<file path="config.mk">
export PLATFORM = sky130hd
export DESIGN_NAME = demux_rr_scheduler
export DESIGN_NICKNAME = d
export VERILOG_FILES = /design/src/rtl/demux_pkg.sv /design/src/rtl/sel_decoder_3to8.sv /design/src/rtl/demux_rr_scheduler.sv
export SDC_FILE = /design/constraint.sdc
export NUM_CORES = 1
export LEC_CHECK = 0
export ABC_AREA = 1
export BUFFER_PORTS_ARGS = -buffer_cell sky130_fd_sc_hd__buf_4
export CAP_MARGIN = 0
export CORE_AREA = 2 2 123 125
export DETAILED_ROUTE_END_ITERATION = 16
export DIE_AREA = 0 0 125 127
export PLACE_DENSITY = 0.49
export SYNTH_ARGS = -nofsm -noshare
export SYNTH_HDL_FRONTEND = slang
export SYNTH_SLANG_ARGS = --single-unit
</file>
<file path="constraint.sdc">
create_clock -name clk -period 3.2 [get_ports clk]
set_input_delay 0.16 -clock clk [delete_from_list [all_inputs] [get_ports clk]]
set_output_delay 0.16 -clock clk [all_outputs]
set_load 0.005 [all_outputs]
</file>
<file path="src/rtl/demux_pkg.sv">
// Shared constants and mode encoding for the lane demultiplexer.
package demux_pkg;

  localparam int unsigned NUM_LANES = 8;
  localparam int unsigned SEL_W     = 3;
  localparam int unsigned CNT_W     = 16;

  typedef enum logic {
    MODE_RR   = 1'b0,
    MODE_ADDR = 1'b1
  } mode_e;

endpackage : demux_pkg

</file>
<file path="src/rtl/sel_decoder_3to8.sv">
// 3-to-8 one-hot decoder with enable; output is all zero when disabled.
module sel_decoder_3to8
  import demux_pkg::*;
(
  input  logic [SEL_W-1:0]     sel,
  input  logic                 en,
  output logic [NUM_LANES-1:0] onehot
);

  // Single hot bit at the selected position when enabled
  always_comb begin
    onehot = '0;
    if (en) onehot[sel] = 1'b1;
  end

endmodule : sel_decoder_3to8

</file>
<file path="src/rtl/demux_rr_scheduler.sv">
// Distributes an input word stream over 8 single-entry lane buffers,
// either round-robin over free lanes or to an addressed lane.
module demux_rr_scheduler
  import demux_pkg::*;
#(
  parameter int unsigned DATA_W    = 8,
  parameter int unsigned NUM_LANES = demux_pkg::NUM_LANES
) (
  input  logic                          clk,
  input  logic                          rst_n,
  input  logic                          mode,
  input  logic                          flush,
  input  logic                          in_valid,
  output logic                          in_ready,
  input  logic [DATA_W-1:0]             in_data,
  input  logic [SEL_W-1:0]              in_dest,
  output logic [NUM_LANES-1:0]          out_valid,
  input  logic [NUM_LANES-1:0]          out_ready,
  output logic [NUM_LANES*DATA_W-1:0]   out_data,
  output logic [SEL_W-1:0]              last_lane,
  output logic [CNT_W-1:0]              accept_cnt
);

  mode_e                mode_sel;
  logic [NUM_LANES-1:0] valid_q, valid_d;
  logic [DATA_W-1:0]    data_q [NUM_LANES];
  logic [DATA_W-1:0]    data_d [NUM_LANES];
  logic [SEL_W-1:0]     rr_ptr_q, rr_ptr_d;
  logic [SEL_W-1:0]     last_lane_q, last_lane_d;
  logic [CNT_W-1:0]     cnt_q, cnt_d;

  logic                 rr_found;
  logic [SEL_W-1:0]     rr_lane;
  logic [SEL_W-1:0]     target;
  logic                 target_free;
  logic                 xfer;
  logic [NUM_LANES-1:0] wr_onehot;

  assign mode_sel = mode_e'(mode);

  // First free lane searching upward from rr_ptr, wrapping 7 -> 0
  always_comb begin
    logic [SEL_W-1:0] cand;
    rr_found = 1'b0;
    rr_lane  = rr_ptr_q;
    cand     = rr_ptr_q;
    for (int unsigned i = 0; i < NUM_LANES; i++) begin
      cand = rr_ptr_q + SEL_W'(i);
      if (!rr_found && !valid_q[cand]) begin
        rr_found = 1'b1;
        rr_lane  = cand;
      end
    end
  end

  // Target lane and acceptance; in_ready looks only at registered lane state
  always_comb begin
    target      = rr_lane;
    target_free = rr_found;
    if (mode_sel == MODE_ADDR) begin
      target      = in_dest;
      target_free = !valid_q[in_dest];
    end
    in_ready = rst_n && !flush && target_free;
    xfer     = in_valid && in_ready;
  end

  sel_decoder_3to8 u_sel_dec (
    .sel    (target),
    .en     (xfer),
    .onehot (wr_onehot)
  );

  // Next-state for lane flags, pointer, last lane and saturating counter
  always_comb begin
    // a drained lane is never the write target in the same cycle, so
    // clear-then-set cannot collide
    valid_d = valid_q & ~out_ready;
    if (flush) valid_d = '0;
    else       valid_d = valid_d | wr_onehot;

    rr_ptr_d = rr_ptr_q;
    if (flush) rr_ptr_d = '0;
    else if (xfer && mode_sel == MODE_RR) rr_ptr_d = target + SEL_W'(1);

    last_lane_d = xfer ? target : last_lane_q;

    cnt_d = cnt_q;
    if (xfer && cnt_q != '1) cnt_d = cnt_q + CNT_W'(1);
  end

  // Lane data capture on write
  always_comb begin
    data_d = data_q;
    for (int unsigned i = 0; i < NUM_LANES; i++) begin
      if (wr_onehot[i]) data_d[i] = in_data;
    end
  end

  // Control state with asynchronous reset
  always_ff @(posedge clk or negedge rst_n) begin
    if (!rst_n) begin
      valid_q     <= '0;
      rr_ptr_q    <= '0;
      last_lane_q <= '0;
      cnt_q       <= '0;
    end else begin
      valid_q     <= valid_d;
      rr_ptr_q    <= rr_ptr_d;
      last_lane_q <= last_lane_d;
      cnt_q       <= cnt_d;
    end
  end

  // Lane data registers, intentionally not reset
  always_ff @(posedge clk) begin
    data_q <= data_d;
  end

  // Flatten lane data onto the output bus
  always_comb begin
    out_data = '0;
    for (int unsigned i = 0; i < NUM_LANES; i++) begin
      out_data[i*DATA_W +: DATA_W] = data_q[i];
    end
  end

  assign out_valid  = valid_q;
  assign last_lane  = last_lane_q;
  assign accept_cnt = cnt_q;

endmodule : demux_rr_scheduler

</file>
### Word level (Yosys, flattened, before mapping)

Index checks and enable logic that the tools add are counted.

* $add $sub $neg: 9
* order comparisons: 11
* equality and inequality tests: 1
* mux-type cells: 41
* bitwise logic cells: 4
* reduce and logical (&&, ||, !) cells: 29

Operator list (count)
* < comparator 3 x 4 -> 1 bit (second input constant): 10
* 2-to-1 mux 3 bit: 10
* binary-select mux 1 bit (select 3 bit): 9
* 2-to-1 mux 1 bit: 19
* adder 16 x 1 -> 16 bit (second input constant): 1
* 2-to-1 mux 8 bit: 2
* != test 16 bit (second input constant): 1
* zero test 1 bit: 15
* logical AND 1 bit: 13
* adder 3 bit (second input constant): 4
* AND 8 bit: 1
* NOT 8 bit: 1
* OR 8 bit: 1
* adder 3 x 1 -> 3 bit (second input constant): 2
* adder 3 x 2 -> 3 bit (second input constant): 2
* demux 1 bit (select 3 bit): 1
* greater-or-equal comparator 3 x 1 -> 1 bit (second input constant): 1
* nonzero test 2 bit: 1
* NOT 1 bit: 1

* register bits after elaboration: 94
* input bits: 24
* output and inout port bits: 92
* word-level logic and storage cells: 107

### Longest topological paths before layout

* word-level depth: 32
* depth in mapped cells: 23

### Cells and area by module

From an unflattened synthesis, not the netlist that was laid out.

* cell total of the unflattened synthesis: 424
* area total of the unflattened synthesis: 4384.2 um^2

By module, submodules not included
* demux_rr_scheduler: instances 1, cells each 407, area an instance 4320.4 um^2
* sel_decoder_3to8: instances 1, cells each 17, area an instance 63.8 um^2

### Worst setup path after synthesis

Ideal clock, no wire load.

* path kind: reg2reg
* start: register rr_ptr_q[0]
* end: register data_q (netlist bit out_data[56]) (enable)
* setup time: 324 ps
* arrival: 2532 ps
* required time: 2876 ps
* slack: 344 ps
* cell stages (with the launch flop): 18
* path through: dfrtp_1 -> inv_2 -> buf_4 -> ha_1 -> inv_2 -> nand3_1 -> nand3_2 -> nand2_2 -> nand3_4 -> nor2_8 -> nand3_2 -> nor2_4 -> nand2_2 -> nand2_2 -> nand3_4 -> a21oi_4 -> nand4_1 -> inv_1

* longest elaborated chain between the ends: 30

Ends and longest elaborated chain
* from (decl): RTL line demux_rr_scheduler.sv:28 `logic [SEL_W-1:0] rr_ptr_q, rr_ptr_d;`
* from (signal assigned): RTL line demux_rr_scheduler.sv:109 `rr_ptr_q <= rr_ptr_d;`
* adder 3 x 1 -> 3 bit: RTL line demux_rr_scheduler.sv:48 `cand = rr_ptr_q + SEL_W'(i);`
* binary-select mux 1 bit (select 3 bit): RTL line demux_rr_scheduler.sv:49 `if (!rr_found && !valid_q[cand]) begin`
* 2-to-1 mux 1 bit (implied by the code): RTL line demux_rr_scheduler.sv:49
* zero test 1 bit: RTL line demux_rr_scheduler.sv:49
* logical AND 1 bit: RTL line demux_rr_scheduler.sv:49
* 2-to-1 mux 1 bit: RTL line demux_rr_scheduler.sv:49
* zero test 1 bit: RTL line demux_rr_scheduler.sv:49
* logical AND 1 bit: RTL line demux_rr_scheduler.sv:49
* (+15 left out)
* 2-to-1 mux 3 bit: RTL line demux_rr_scheduler.sv:49
* 2-to-1 mux 3 bit: RTL line demux_rr_scheduler.sv:60 `if (mode_sel == MODE_ADDR) begin`
* < comparator 3 x 4 -> 1 bit (implied by the code) / greater-or-equal comparator 3 x 1 -> 1 bit (equally long branches): RTL line sel_decoder_3to8.sv:13 `if (en) onehot[sel] = 1'b1;`
* logical AND 1 bit (implied by the code): RTL line sel_decoder_3to8.sv:13
* 2-to-1 mux 1 bit (implied by the code): RTL line sel_decoder_3to8.sv:13
* demux 1 bit (select 3 bit)
* 2-to-1 mux 8 bit (*): RTL line sel_decoder_3to8.sv:13
* net u_sel_dec.onehot[7]: RTL line sel_decoder_3to8.sv:7 `output logic [NUM_LANES-1:0] onehot`
* to (signal assigned): RTL line demux_rr_scheduler.sv:117 `data_q <= data_d;`
* to (decl): RTL line demux_rr_scheduler.sv:26 `logic [DATA_W-1:0] data_q [NUM_LANES];`

The timed path passes the listed nets; every way through them passes the cells marked *. The select of a mux whose other input is x is not followed.
A chain may end at the register's enable or synchronous reset.

### Worst setup path after layout

* start: register rr_ptr_q[0]
* end: register data_q (netlist bit out_data[59]) (enable)

Same word-level chain as after synthesis.

==> run_results.csv <==
group,metric,value,unit
run_status,status,"finished, final reports clean",
route,route.vias.total,3343,
logic_synthesis,synth_ff_type,"edfxtp_1",
pwr,peakVddDrop,310,uV
logic_synthesis,synth.area.top_cells,"edfxtp_1 (45%), dfrtp_1 (18%), nand2_1 (8.5%)",
worst_setup_path,path_class,"reg -> reg",
route,firstDrtPassIters,5,
global_route,grt_start_max_net_pins,32,
route,wl,12200,um
layout,area_growth,38.2,%
placed_design,gp_congestion,0.924,
die,dieArea,15900,um^2
clock_tree,root_buffer,"clkbuf_16",
die,fp.coreArea,14400,um^2
worst_setup_path,path_buf_inv,4,
sta,slew_violations,0,
sta,fin_hold_ws,0.0455,ns
layout,nFillCells,1432,
logic_synthesis,ys_types,35,
placed_design,portBuffers,115,
logic_synthesis,yosysSeqAreaShare,62.5,%
logic_synthesis,synth.avg_cell_area,10.7,um^2
logic_synthesis,synth-edff-count,64,
pwr,leakage,2.64,nW
route,remaining_drc_errors,0,
global_route,track_usage,15.5,%
route,ant_nets,0,
worst_setup_path,crit_path_end_kind,"flip-flop",
sta,worst_pin_slew,0.403,ns
sta,skew,0.00638,ns
worst_setup_path,crit_family,"simple AND/OR/NAND/NOR gates",
worst_setup_path,regToRegSetupSlack,0.20,ns
worst_setup_path,crit_arrival,3.06,ns
route,drt_iter0_markers,220,
clock_tree,clkTransAtPathRegs,0.07,ns
pwr,total_power,2.78,mW
logic_synthesis,synth_top_area_share,44.9,%
flow_run,drv_cap,0,
logic_synthesis,synth_nets,426,
clock_tree,clockBufferDepth,2,
sta,max_freq,334,MHz
die,rows,44,
hold_path,hp-class,"in -> reg",
logic_synthesis,async_flop_share,31.9,%
worst_setup_path,worst_setup_path_start_kind,"flip-flop",
global_route,grt_pass1_wl,18900,um
die,pin_count,116,
route,routed_via_density,4.57,
die,die_w,125,um
worst_setup_path,path_common_cell,"nand2_2",
placed_design,hpwl,9230,um
route,wire_per_inst,16.6,um
layout,drive_above_1_share,34.4,%
global_route,grt-ovfl-total,0,
logic_synthesis,yosys_warnings,0,
clock_tree,cts_buffers,9,
sta,slew_headroom,73.1,%
sta,hold_viol,0,
worst_setup_path,cp_max_fo,8,
logic_synthesis,synth-seq-cells,94,
worst_setup_path,max_stage_delay,0.41,ns
clock_tree,cts.sinks,94,
worst_setup_path,crit_chain,"inv_2, ha_2, inv_2, nand3_1, nand3_2, nand2_2, nand3_4, nor2_8, nand3_2, nor2_4, nand2_2, nand2_2, nand3_4, a21oi_4, nand4_1, inv_1, buf_12",
die,initial_utilization,29.6,%
die,fp.dieH,127,um
layout,diodes,0,
clock_tree,insertion_delay,0.35,ns
sta,layout_min_cycle_time,3.00,ns
pwr,powerDensity,471,nW/um^2
global_route,grt_pass1_vias,3290,
logic_synthesis,postSynthCellCount,398,
layout,nNetsFinal,570,
clock_tree,cts_max_level,3,
sta,setup_violations,0,
worst_setup_path,required,3.26,ns
logic_synthesis,syn-cell-area,4280,um^2
clock_tree,cts_tree,"done",
sta,layout_worst_path_cycle_share,93.7,%
worst_setup_path,crit_path_top_delay_cell,"dfrtp_2",
logic_synthesis,synth_top_area_cell,"edfxtp_1",
global_route,antenna_found_initial,0,
-- logic make-up (layout without fill, tap and decap cells) --
kind of cell | after synthesis | after routing | synth area share, %
buffers and inverters | 52 | 201 | 5.15
and+or+nand+nor | 205 | 205 | 23.7
adders and majority gates | 4 | 4 | 1.17
DFF | 94 | 94 | 62.5
AOI/OAI and AO/OA | 25 | 25 | 3.77
xor gates and xnor gates | 18 | 18 | 3.69
-- through the flow --
step	area (um^2)	std cells	util (%)	setup slack [ns]	TNS, ns
after CTS	5890	730	40.9	0.123	0
after detailed placement	5590	713	38.7	0.142	0
after global placement	5590	713	38.7	0.229	0
after global routing	5910	731	41.0	-0.0137	-0.0711
final	5910	731	41.0	0.202	0
after floorplan	4280	398	-	0.344	0
-- layout by cell type, fill, tap and decap left out, types with 7 or more instances in the layout --
cell type,instances
clkbuf_16,9
inv_1,40
buf_12,8
buf_4,129
nand2_2,7
nand2_1,96
dfrtp_1,27
a21oi_1,11
nand4_1,11
edfxtp_1,64
xor2_1,12
nand3_1,49
nor2_1,17
-- Yosys cell counts, types with 4 or more instances --
cell type,n
a21oi_1,11
o21ai_0,6
nand3_2,6
nand2_1,97
ha_1,4
nor3_1,6
xnor2_1,6
dfrtp_1,30
nand3_1,49
edfxtp_1,64
inv_2,4
nand4_1,11
xor2_1,12
inv_1,40
nand2_2,6
nor2_1,17
-- path summary, 6_finish.rpt --
path,from,endpoint,cells after the start
min reg2reg,last_lane[0],last_lane[0],2
min in group asynchronous,rst_n,accept_cnt[6],2
max in group asynchronous,rst_n,rr_ptr_q[2],2
max,rr_ptr_q[0],out_data[59],17
min,in_data[5],out_data[29],1
max reg2reg,rr_ptr_q[0],out_data[59],17
-- cell type report --
class	count	area, um^2	share of cell area (%)
Clock inverter	7	72.6	1.23
Sequential cell	94	2680	45.3
Multi-Input combinational cell	252	1390	23.5
Inverter	47	179	3.03
Tap cell	184	230	3.90
Clock buffer	9	225	3.81
Timing Repair Buffer	138	1140	19.3
-- metal layers --
metal  vias to the layer above  wire length, um  GRT usage [%]
met5                         -                0              0
li1                       1639                -              -
met2                       105             5830           25.0
met1                      1594             5530           20.4
met3                         5              703           5.11
met4                         0               91           3.53
-- worst register-to-register path, stage by stage, from the launching register on --
cell	delay, ns
dfrtp_2	0.41
inv_2	0.05
ha_2	0.39
inv_2	0.07
nand3_1	0.12
nand3_2	0.09
nand2_2	0.14
nand3_4	0.11
nor2_8	0.13
nand3_2	0.09
nor2_4	0.16
nand2_2	0.09
nand2_2	0.09
nand3_4	0.08
a21oi_4	0.20
nand4_1	0.19
inv_1	0.15
buf_12	0.14
-- report_power, final --
part	leakage (nW)	total (mW)	internal (mW)	switching, mW
Clock	0.144	1.06	0.553	0.506
Combinational	1.54	0.333	0.147	0.186
Sequential	0.954	1.39	1.34	0.0455
Total	2.64	2.78	2.04	0.738
-- repair_timing --
action / CTS / global route
setup buffers: 0 / 1
hold buffers: 1 / 0
gates resized for setup: 0 / 5
hold endpoints to repair: 30 / 0
setup endpoints to repair: 0 / 64
-- state kept, by name (all words and copies together), names as in the netlist --
| signal | count |
|---|---|
| accept_cnt | 16 |
| last_lane | 3 |
| out_data | 64 |
| out_valid | 8 |
| rr_ptr_q | 3 |
(Power assumes the default switching activity.)
